File: src/rtl/vga_timing_gen.sv
// vga_timing_gen: free-running VGA timing (clk, reset, pixel_on in; x, y, pix_tick, hsync_n, vsync_n, video_on, pixel_out, frame_start out)
module vga_timing_gen #(
  parameter int CLK_DIV  = 2,
  parameter int H_ACTIVE = 640,
  parameter int H_FP     = 16,
  parameter int H_SYNC   = 96,
  parameter int H_BP     = 48,
  parameter int V_ACTIVE = 480,
  parameter int V_FP     = 10,
  parameter int V_SYNC   = 2,
  parameter int V_BP     = 33
) (
  input  logic       clk,
  input  logic       reset,
  input  logic       pixel_on,
  output logic [9:0] x,
  output logic [8:0] y,
  output logic       pix_tick,
  output logic       hsync_n,
  output logic       vsync_n,
  output logic       video_on,
  output logic       pixel_out,
  output logic       frame_start
);
  localparam int H_TOTAL = H_ACTIVE + H_FP + H_SYNC + H_BP;
  localparam int V_TOTAL = V_ACTIVE + V_FP + V_SYNC + V_BP;
  logic [3:0] div;
  logic [9:0] h_count, v_count;
  logic div_end, h_end, v_end, active, hs_raw, vs_raw;
  logic hs_r, vs_r, act_r, pix_r;
  assign div_end  = div == 4'(CLK_DIV - 1);
  assign pix_tick = !reset && div_end;
  assign h_end    = h_count == 10'(H_TOTAL - 1);
  assign v_end    = v_count == 10'(V_TOTAL - 1);
  assign active   = h_count < 10'(H_ACTIVE) && v_count < 10'(V_ACTIVE);
  assign hs_raw   = h_count >= 10'(H_ACTIVE + H_FP) && h_count < 10'(H_ACTIVE + H_FP + H_SYNC);
  assign vs_raw   = v_count >= 10'(V_ACTIVE + V_FP) && v_count < 10'(V_ACTIVE + V_FP + V_SYNC);
  assign x         = active ? h_count : '0;
  assign y         = active ? v_count[8:0] : '0;
  assign hsync_n   = !hs_r;
  assign vsync_n   = !vs_r;
  assign video_on  = act_r;
  assign pixel_out = pix_r && act_r;
  always_ff @(posedge clk) begin
    if (reset) begin
      div         <= '0;
      h_count     <= '0;
      v_count     <= '0;
      hs_r        <= 1'b0;
      vs_r        <= 1'b0;
      act_r       <= 1'b0;
      pix_r       <= 1'b0;
      frame_start <= 1'b0;
    end else begin
      div         <= div_end ? '0 : div + 4'd1;
      frame_start <= pix_tick && h_end && v_end;
      if (pix_tick) begin
        h_count <= h_end ? '0 : h_count + 10'd1;
        v_count <= h_end ? (v_end ? '0 : v_count + 10'd1) : v_count;
        hs_r    <= hs_raw;
        vs_r    <= vs_raw;
        act_r   <= active;
        pix_r   <= pixel_on;
      end
    end
  end
endmodule
File: config.mk
export PLATFORM = sky130hd
export DESIGN_NAME = vga_timing_gen
export DESIGN_NICKNAME = d
export VERILOG_FILES = /design/src/rtl/vga_timing_gen.sv
export SDC_FILE = /design/constraint.sdc
export NUM_CORES = 1
export LEC_CHECK = 0
export CORE_ASPECT_RATIO = 0.5
export CORE_MARGIN = 1.5
export CORE_UTILIZATION = 55
export CTS_BUF_LIST = sky130_fd_sc_hd__clkbuf_4
export CTS_CLUSTER_SIZE = 30
export DETAILED_ROUTE_END_ITERATION = 6
export PLACE_DENSITY = 0.84
export SYNTH_ARGS = -nofsm -noshare
export SYNTH_HDL_FRONTEND = slang
export SYNTH_SLANG_ARGS = --single-unit
export TNS_END_PERCENT = 1
File: constraint.sdc
create_clock -name clk -period 4.4 [get_ports clk]
set_clock_uncertainty 0.15 [all_clocks]
set_input_delay 0.88 -clock clk [delete_from_list [all_inputs] [get_ports clk]]
set_output_delay 0.88 -clock clk [all_outputs]
set_load 0.05 [all_outputs]
== After elaboration in Yosys (flattened, before gate mapping) ==
Cells that the tools add are included.
Storage, ports and cells
  input bits: 3
  register bits after elaboration: 29
  word-level logic and storage cells: 36
Cells by class
  add/subtract/negate cells: 3
  eq/ne operators: 3
  reduce and logical (&&, ||, !) cells: 12
  multiplexer cells: 4
  $lt $le $gt $ge: 6
Operators by type and width (count)
  2-to-1 mux 10 bit: 3
  adder 10 x 1 -> 10 bit, second input constant: 2
  equality test 10 bit, second input constant: 2
  < comparator 10 bit, second input constant: 2
  < comparator 10 x 9 -> 1 bit, second input constant: 2
  greater-or-equal comparator 10 bit, second input constant: 1
  greater-or-equal comparator 10 x 9 -> 1 bit, second input constant: 1
  2-to-1 mux 9 bit: 1
  logical AND 1 bit: 7
  adder 4 x 1 -> 4 bit, second input constant: 1
  equality test 4 x 1 -> 1 bit, second input constant: 1
  logical NOT 1 bit: 3
  AND reduction 2 bit: 1
  OR reduction 2 bit: 1

== Logic depth before layout (Yosys ltp) ==
Gate-level depths: netlist of the first run.
  depth after elaboration: 4
  depth in mapped cells: 9

== Worst setup path after synthesis of the first run ==
Ideal clock, no wire load.
  path kind: reg-to-output
  start point: register v_count[7]
  end point: output x[0]
  stages on the path, launching flop included: 4
  path buffers: 1
  slack: 1.195 ns
  arrival: 2.175 ns
  cells stage by stage: dfxtp_1 > and4_1 > clkbuf_1 > nor4_1
On the way
  cells in the longest elaborated chain, start to end: 3
Ends and longest elaborated chain
  from (decl): line 28  | logic [9:0] h_count, v_count;
  from (signal assigned): line 59  | v_count <= h_end ? (v_end ? '0 : v_count + 10'd1) : v_count;
  < comparator 10 x 9 -> 1 bit: line 35  | assign active = h_count < 10'(H_ACTIVE) && v_count < 10'(V_ACTIVE);
  logical AND 1 bit: line 35
  2-to-1 mux 10 bit: line 38  | assign x = active ? h_count : '0;
  to (decl): line 16  | output logic [9:0] x,
Every way passes these cells.

== Worst setup path in the final report of the first run ==
  start point: register v_count[8]
  end point: output y[8]
On the way
  cells in the longest elaborated chain, start to end: 3
Ends and longest elaborated chain
  < comparator 10 x 9 -> 1 bit: line 35
  logical AND 1 bit: line 35
  2-to-1 mux 9 bit (*): line 39  | assign y = active ? v_count[8:0] : '0;
  to (decl): line 17  | output logic [8:0] y,
Mark *: on every way between the ends. The rest lies on a longest branch, timed or not.

==> results.cfg, run 1 <==
[run_status]
status = complete, no violations

[power]
power_leakage_nw = 0.6177
vdd_drop_max_mv = 0.2664
power.density_nw_per_um2 = 268.8

[timing]
finalHoldViolCount = 0
slew_headroom_pct = 52.66
setup_viol_count_final = 0
clock.fmax_mhz = 270.8
drv_slew = 0
period_needed_ps = 3693
fin_ws_ps = 706.9
rsz0062_at_grt = no
finalSetupTns_ps = 0
worst_pin_slew_ps = 703.6
period_share_pct = 83.93
whs_ps = 328.8

[synth]
synth.top_cell.area_share_pct = 38.70
synth_fp_nets = 190
synth.distinct_cells = 37
avgSynthCellArea_um2 = 8.288
synth_cells = 181
synth_edf_count = 0
async_flop_share_pct = 0
synth-main-ff-cell = dfxtp_1
synth_commonest_cells = 29 x dfxtp_1, 17 x and2_1, 14 x nor2_1
synth_most_common_cell = dfxtp_1
ys_seq_area_share_pct = 38.70
synth_area_leaders = dfxtp_1 39%, and2_1 7.1%, ha_1 5.0%, nand3_1 3.7%, nor2_1 3.5%
yosysTopAreaCell = dfxtp_1
netlist_area_um2 = 1500
ys_ff_latch = 29
yosys_warnings = 0

[worst_hold_path]
min_path_type = flip-flop to flip-flop

[clocking]
cts-root-buf = clkbuf_4
cts_tree = built
clock_sinks = 29
clock_latency_ps = 330
clkSlewWorstSetupHoldPaths_ps = 90
h-tree-depth = 2
cts_setup_buffers = 0
clk_path_buf_depth = 2
cts_resized = 0
cts_hold_buf = 0
cts_inserted_buffers = 5

[route]
post-route-drc-count = 0
via_count = 1383
viasPerCell = 5.622
drt_iter0_drc = 48
ant_nets = 0
routedWlPerCell_um = 12.47
drt_first_pass_iters = 4
wl_um = 3068

[cells_and_area]
synthToLayoutAreaGrowth_pct = 23.02
final_nets = 218
n_fill_cell = 193
diodes = 0
drive_above_1_share_pct = 5.263

[setup_path]
critPathKind = flip-flop to output pin
cp-end-kind = output pin
cp_max_fo = 12
start_kind = flip-flop
required_ps = 3370
arrival_ps = 2660

[global_routing]
grt_pass1_wl_um = 4602
grtUsageTotal_pct = 20.02
first_global_vias = 1048
gr-total-overflow = 0
antenna_found_initial = 0
grt_max_degree = 20

[die]
dieArea_um2 = 3069
initial_core_util_pct = 58.01
die_x_um = 76.86
fp.dieH_um = 39.93
core_um2 = 2586
rows = 13
io_pins = 28

[placement]
dpl_worst_slack_ps = 516.1
io_buffers = 27
gp_congestion = 0.8330
dp_hpwl_um = 2258

[run]
cap_viol_max_count = 0
==> per-stage QoR <==
| step | utilization [%] | power (W) | instance area [µm²] | instances |
|---|---|---|---|---|
| 6_report | 71.36 | 0.0004962 | 1846 | 246 |
| 5_1_grt | 71.36 | 0.0005202 | 1846 | 246 |
| 4_1_cts | 71.36 | 0.0005019 | 1846 | 246 |
| 3_5_place_dp | 69.47 | 0.0003508 | 1797 | 239 |
| 3_3_place_gp | 69.47 | 0.0003481 | 1797 | 239 |
| 2_1_floorplan | - | 0.0003304 | 1500 | 181 |
==> state kept, by name, summed over array words and instances (netlist names) <==
| signal | cells |
|---|---|
| div | 4 |
| video_on | 1 |
| h_count | 10 |
| pix_r | 1 |
| frame_start | 1 |
| hs_r | 1 |
| vs_r | 1 |
| v_count | 10 |
==> worst paths after layout <==
| check | end | cells past startpoint | startpoint | slack, ps |
|---|---|---|---|---|
| setup / recovery | y[8] | 5 | v_count[8] | 710 |
| hold / removal | div[0] | 1 | div[0] | 330 |
| setup reg to reg | v_count[8] | 5 | div[0] | 1470 |
| hold reg to reg | div[0] | 1 | div[0] | 330 |
==> area by class of cell <==
cell class | count | area (µm²) | area share [%]
inverters | 10 | 37.54 | 2.034
clock inverters | 1 | 3.754 | 0.2034
flip-flops and latches | 29 | 580.6 | 31.46
repair buffers | 29 | 282.8 | 15.32
well taps | 37 | 46.29 | 2.508
multi-input cells | 134 | 849.6 | 46.03
clock buffers | 6 | 45.04 | 2.441
==> placed cells by master, fill, tap and decap left out, types with 4 or more instances in the layout <==
cell type,count
a21oi_1,10
and2_1,17
clkbuf_4,6
clkdlybuf4s50_1,26
dfxtp_1,29
ha_1,6
inv_1,9
nand2_1,9
nand3_1,11
nor2_1,14
nor3_1,5
nor4_1,7
o21ai_0,9
or3_1,6
or4_1,4
xnor2_1,5
xor2_1,4
==> power by group <==
part	leakage, nW	internal [W]	total [W]	switching, W
Clock	0.0292	0.0000640	0.000152	0.0000878
Combinational	0.354	0.0000244	0.0000664	0.0000420
Sequential	0.235	0.000271	0.000278	0.00000682
Total	0.618	0.000360	0.000496	0.000137
==> critical path, cell delays in order (launching register included) <==
cell and delay (ps):
dfxtp_1 350, and4_1 300, nor3_1 480, buf_4 270, and2_1 130, clkdlybuf4s50_1 800
==> per-layer routing <==
metal	vias to the layer above	part of all wire [%]	global-route usage, %
met2	27	44	31.86
met1	654	51	26.16
met3	7	3.4	5.455
met4	0	1.8	9.722
li1	695	-	-
met5	-	0	0
==> logic make-up after synthesis <==
group / after synthesis / share of synthesized area, %
buffers and inverters: 18 / 4.670
adders and majority gates: 6 / 5.004
and+or+nand+nor: 90 / 34.61
DFF: 29 / 38.70
muxes: 1 / 0.7506
xor gates and xnor gates: 9 / 5.254
AOI/OAI and AO/OA: 28 / 11.01
Note: power is estimated with default switching activity, not from simulation.
==> run 2, diff against run 1 <==
- CORE_UTILIZATION: 55 -> 48
- PLACE_DENSITY: 0.84 -> 0.77
- clock period: 4.4 -> 3.1 ns (I/O delays scaled with it)
==> run 2 against run 1 <==
Effect of this change:
- register-to-register slack lost 980 ps
- global-route usage up 0.66 points
- wire length rose by 6.0%
- worst setup slack lost 560 ps
- power increased by 43%
- final cell count grew 3.7%
- clock power is 41% higher
- via count up 1.7%
- critical endpoint is now x[0]
- highest routed layer unchanged
==> results.cfg, run 2 (synthesized netlist as in run 1, its figures left out) <==
[global_routing]
first_global_vias = 1191
grt.busiest_layer = met2
grtUsageTotal_pct = 20.68
use_met1_pct = 27.91
grt_pass1_wl_um = 5375
gr-total-overflow = 0
antenna_found_initial = 0
met3_usage_pct = 5.870
grtUsageMet2_pct = 30.49
grt_max_degree = 16

[route]
routedWlPerCell_um = 12.75
post-route-drc-count = 0
drt_first_pass_iters = 4
ant_nets = 0
via_count = 1406
drt_iter0_drc = 90
wl_um = 3252
viasPerCell = 5.514

[cells_and_area]
n_fill_cell = 239
reg_top3 = h_count: 10 flops, v_count: 10 flops, div: 4 flops
final_cell_mix = 29 x dfxtp_1, 17 x and2_1, 15 x buf_12, 14 x nor2_1, 12 x clkdlybuf4s50_1
final_nets = 223
drive_above_1_share_pct = 13.95
final_common_cell = dfxtp_1
fin_util_pct = 68.13
fin_area_um2 = 2041
synthToLayoutAreaGrowth_pct = 36.03
diodes = 0

[setup_path]
critPathKind = flip-flop to output pin
r2r_start = div[0]
cp_max_fo = 8
required_ps = 2330
cp-end-kind = output pin
critical_path.cell_chain = and4_1, nor4_1, clkdlybuf4s50_1
ff2ff_setup_slack_ps = 490
cpPeakStageDelay_ps = 870
path_depth = 3
cp-startpoint = v_count[6]
endpoint = x[0]
rr_endpoint = v_count[3]
crit_buf_inv = 1
slowest_stage = clkdlybuf4s50_1
crit_family = buffers and inverters
rr_worst_depth = 6
arrival_ps = 2180
start_kind = flip-flop

[die]
dieArea_um2 = 3490
io_pins = 28
initial_core_util_pct = 50.08
rows = 14
fp.dieH_um = 42.53
core_um2 = 2995
die_x_um = 82.06

[timing]
setup_viol_count_final = 0
period_share_pct = 95.13
slew_headroom_pct = 66.46
finalHoldViolCount = 0
rsz0062_at_grt = no
worst_pin_slew_ps = 501.6
drv_slew = 0
clock.fmax_mhz = 339.1
period_needed_ps = 2949

[placement]
post_dp_cell_area_um2 = 1991
io_buffers = 27
gp_congestion = 0.8715
dp_hpwl_um = 2391

[clocking]
clkSlewWorstSetupHoldPaths_ps = 90
cts_resized = 0
cts_setup_buffers = 0
clk_path_buf_depth = 2
cts-root-buf = clkbuf_4
cts_inserted_buffers = 5
clock_latency_ps = 340
h-tree-depth = 2
cts_hold_buf = 0
clock_sinks = 29
cts_tree = built

[power]
p_seq_share_pct = 55.6
vdd_drop_max_mv = 0.2624
internal-power_w = 0.0005067
p_clk_share_pct = 30.1
combPwrFrac_pct = 14.4
power.density_nw_per_um2 = 348.4
p_sw_share_pct = 28.73
power_leakage_nw = 0.7109
netSwitchingPower_w = 0.0002042

[worst_hold_path]
min_path_type = flip-flop to flip-flop

[run_status]
status = complete, no violations

[run]
cap_viol_max_count = 0
[run 2: power groups by stage]
stage	registers (W)	clock network (W)	logic, W
finish	0.000395	0.000214	0.000102
global route	0.000398	0.000237	0.000109
CTS	0.000395	0.000222	0.000103
detailed placement	0.000404	0	0.000102
global placement	0.000403	0	0.0000996
floorplan	0.000409	0	0.0000594
[run 2: through the flow]
stage	hold WS (ps)	setup slack [ps]	total power [W]	cells	TNS, ps
floorplan	283.4	155.5	0.0004689	181	0
global placement	294.5	30.25	0.0005022	247	0
detailed placement	310.9	-6.352	0.0005061	247	-6.751
CTS	331.4	129.4	0.0007199	255	0
global route	351.7	52.58	0.0007433	255	0
finish	326.5	151.0	0.0007109	255	0
[run 2: how the worst min path moves through the flow]
stage	from	to	slack (ps)	cells after the start
floorplan	div[0]	div[0]	280	1
global placement	div[0]	div[0]	290	1
detailed placement	pix_r	pix_r	310	1
CTS	vs_r	vs_r	330	2
global route	div[0]	div[0]	350	1
finish	vs_r	vs_r	330	2
[run 2: per-layer routing]
metal | vias to the layer above | wire length, µm
li1 | 716 | -
met1 | 643 | 1565
met2 | 41 | 1511
met3 | 6 | 139
met4 | 0 | 35
met5 | - | 0
[run 2: final cells by class]
class	instances	area (µm²)	area share, %
repair buffers	34	473.0	23.18
well taps	40	50.05	2.452
inverters	10	37.54	1.839
multi-input cells	134	849.6	41.63
clock inverters	3	12.51	0.6131
clock buffers	5	37.54	1.839
flip-flops and latches	29	580.6	28.45
[run 2: tightest hold or removal path: stages, from the launching register on]
cell and delay (ps):
dfxtp_1 300, inv_1 50, o21ai_0 70
==> run 3, diff against run 2 <==
- CORE_MARGIN: 1.5 -> 5
==> run 3 against run 2 <==
Effect of this change:
- worst hold slack barely moved
- power down 0.30%
- largest power group unchanged
- non-clock buffer count up 1
- sequential power hardly changed
- critical endpoint unchanged
- highest routed layer unchanged
==> results.cfg, run 3 (synthesized netlist as in run 1, its figures left out) <==
[cells_and_area]
synthToLayoutAreaGrowth_pct = 36.45
drive_above_1_share_pct = 14.42
final_common_cell = dfxtp_1
reg_top3 = h_count: 10 flops, v_count: 10 flops, div: 4 flops
final_cell_mix = 29 x dfxtp_1, 17 x and2_1, 15 x buf_12, 14 x nor2_1, 12 x clkdlybuf4s50_1
final_nets = 224
n_fill_cell = 236
diodes = 0

[timing]
finalHoldViolCount = 0
fin_ws_ps = 200.4
rsz0062_at_grt = no
drv_slew = 0
slew_headroom_pct = 65.82
setup_viol_count_final = 0
period_needed_ps = 2900
period_share_pct = 93.54
worst_pin_slew_ps = 511.1
clock.fmax_mhz = 344.9
finalSetupTns_ps = 0

[setup_path]
slowest_stage = clkdlybuf4s50_1
critPathKind = flip-flop to output pin
crit_buf_inv = 1
crit_family = buffers and inverters
arrival_ps = 2130
cp_max_fo = 8
required_ps = 2330
critical_path.cell_chain = and4_1, nor4_1, clkdlybuf4s50_1
cp-end-kind = output pin
cpPeakStageDelay_ps = 860
start_kind = flip-flop

[route]
drt_iter0_drc = 58
viasPerCell = 5.545
via_count = 1414
wl_um = 3362
ant_nets = 0
routedWlPerCell_um = 13.18
drt_first_pass_iters = 4
post-route-drc-count = 0

[placement]
dpl_worst_slack_ps = 35.76
gp_congestion = 0.8915
io_buffers = 27
dp_hpwl_um = 2516

[run]
cap_viol_max_count = 0

[clocking]
cts_tree = built
cts_resized = 0
cts_setup_buffers = 0
clk_path_buf_depth = 2
h-tree-depth = 2
cts_hold_buf = 0
cts_inserted_buffers = 5
clock_sinks = 29
clkSlewWorstSetupHoldPaths_ps = 80
clock_latency_ps = 320
cts-root-buf = clkbuf_4

[global_routing]
grtUsageTotal_pct = 16.33
grt_max_degree = 16
antenna_found_initial = 0
first_global_vias = 1299
grt_pass1_wl_um = 5623
gr-total-overflow = 0

[die]
io_pins = 28
dieArea_um2 = 4411
die_x_um = 89.06
fp.dieH_um = 49.53
initial_core_util_pct = 50.08
rows = 14
core_um2 = 2995

[run_status]
status = complete, no violations

[worst_hold_path]
min_path_type = flip-flop to flip-flop

[power]
vdd_drop_max_mv = 0.2926
power.density_nw_per_um2 = 346.2
power_leakage_nw = 0.7148
total_power_w = 0.0007087
run 3: changes by cell type in the layout (fill, tap and decap cells not counted):
cell / previous run / this run
buf_4: 7 / 8
clkbuf_4: 5 / 6
clkinv_1: 3 / 2
clkinv_2: 1 / 0
run 3: final cells by class:
class | count | area (µm²) | share of cell area (%)
multi-input combinational | 134 | 849.6 | 41.50
sequential | 29 | 580.6 | 28.36
timing repair buffer | 35 | 480.5 | 23.47
tap | 40 | 50.05 | 2.445
clock buffer | 6 | 45.04 | 2.200
inverter | 10 | 37.54 | 1.834
clock inverter | 1 | 3.754 | 0.1834
run 3: power breakdown:
part / total (W) / switching, W / internal [W]
clock: 0.000211 / 0.000120 / 0.0000909
combinational: 0.000103 / 0.0000621 / 0.0000409
sequential: 0.000395 / 0.00000996 / 0.000385
total: 0.000709 / 0.000192 / 0.000517
run 3: layer usage:
layer  track usage, %  up-vias  wire, µm
met2            26.72       38      1549
met1            20.51      666      1566
met3            5.158        5       206
met5                0        -         0
li1                 -      705         -
met4            4.950        0        39
run 3: final timing paths:
kind | startpoint | end | slack (ps) | cells past startpoint
worst max-delay path | v_count[6] | x[0] | 200 | 3
worst min-delay path | div[0] | div[0] | 330 | 1
worst max register to register | div[0] | v_count[7] | 550 | 6
worst min register to register | div[0] | div[0] | 330 | 1
run 3: through the flow:
stage / instance area, µm² / cells / hold slack, ps / util, %
after floorplan: 1500 / 181 / 283.4 / -
after global placement: 1998 / 248 / 295.9 / 66.71
after detailed placement: 1998 / 248 / 306.3 / 66.71
after CTS: 2047 / 255 / 326.9 / 68.34
after global routing: 2047 / 255 / 367.3 / 68.34
final: 2047 / 255 / 326.9 / 68.34
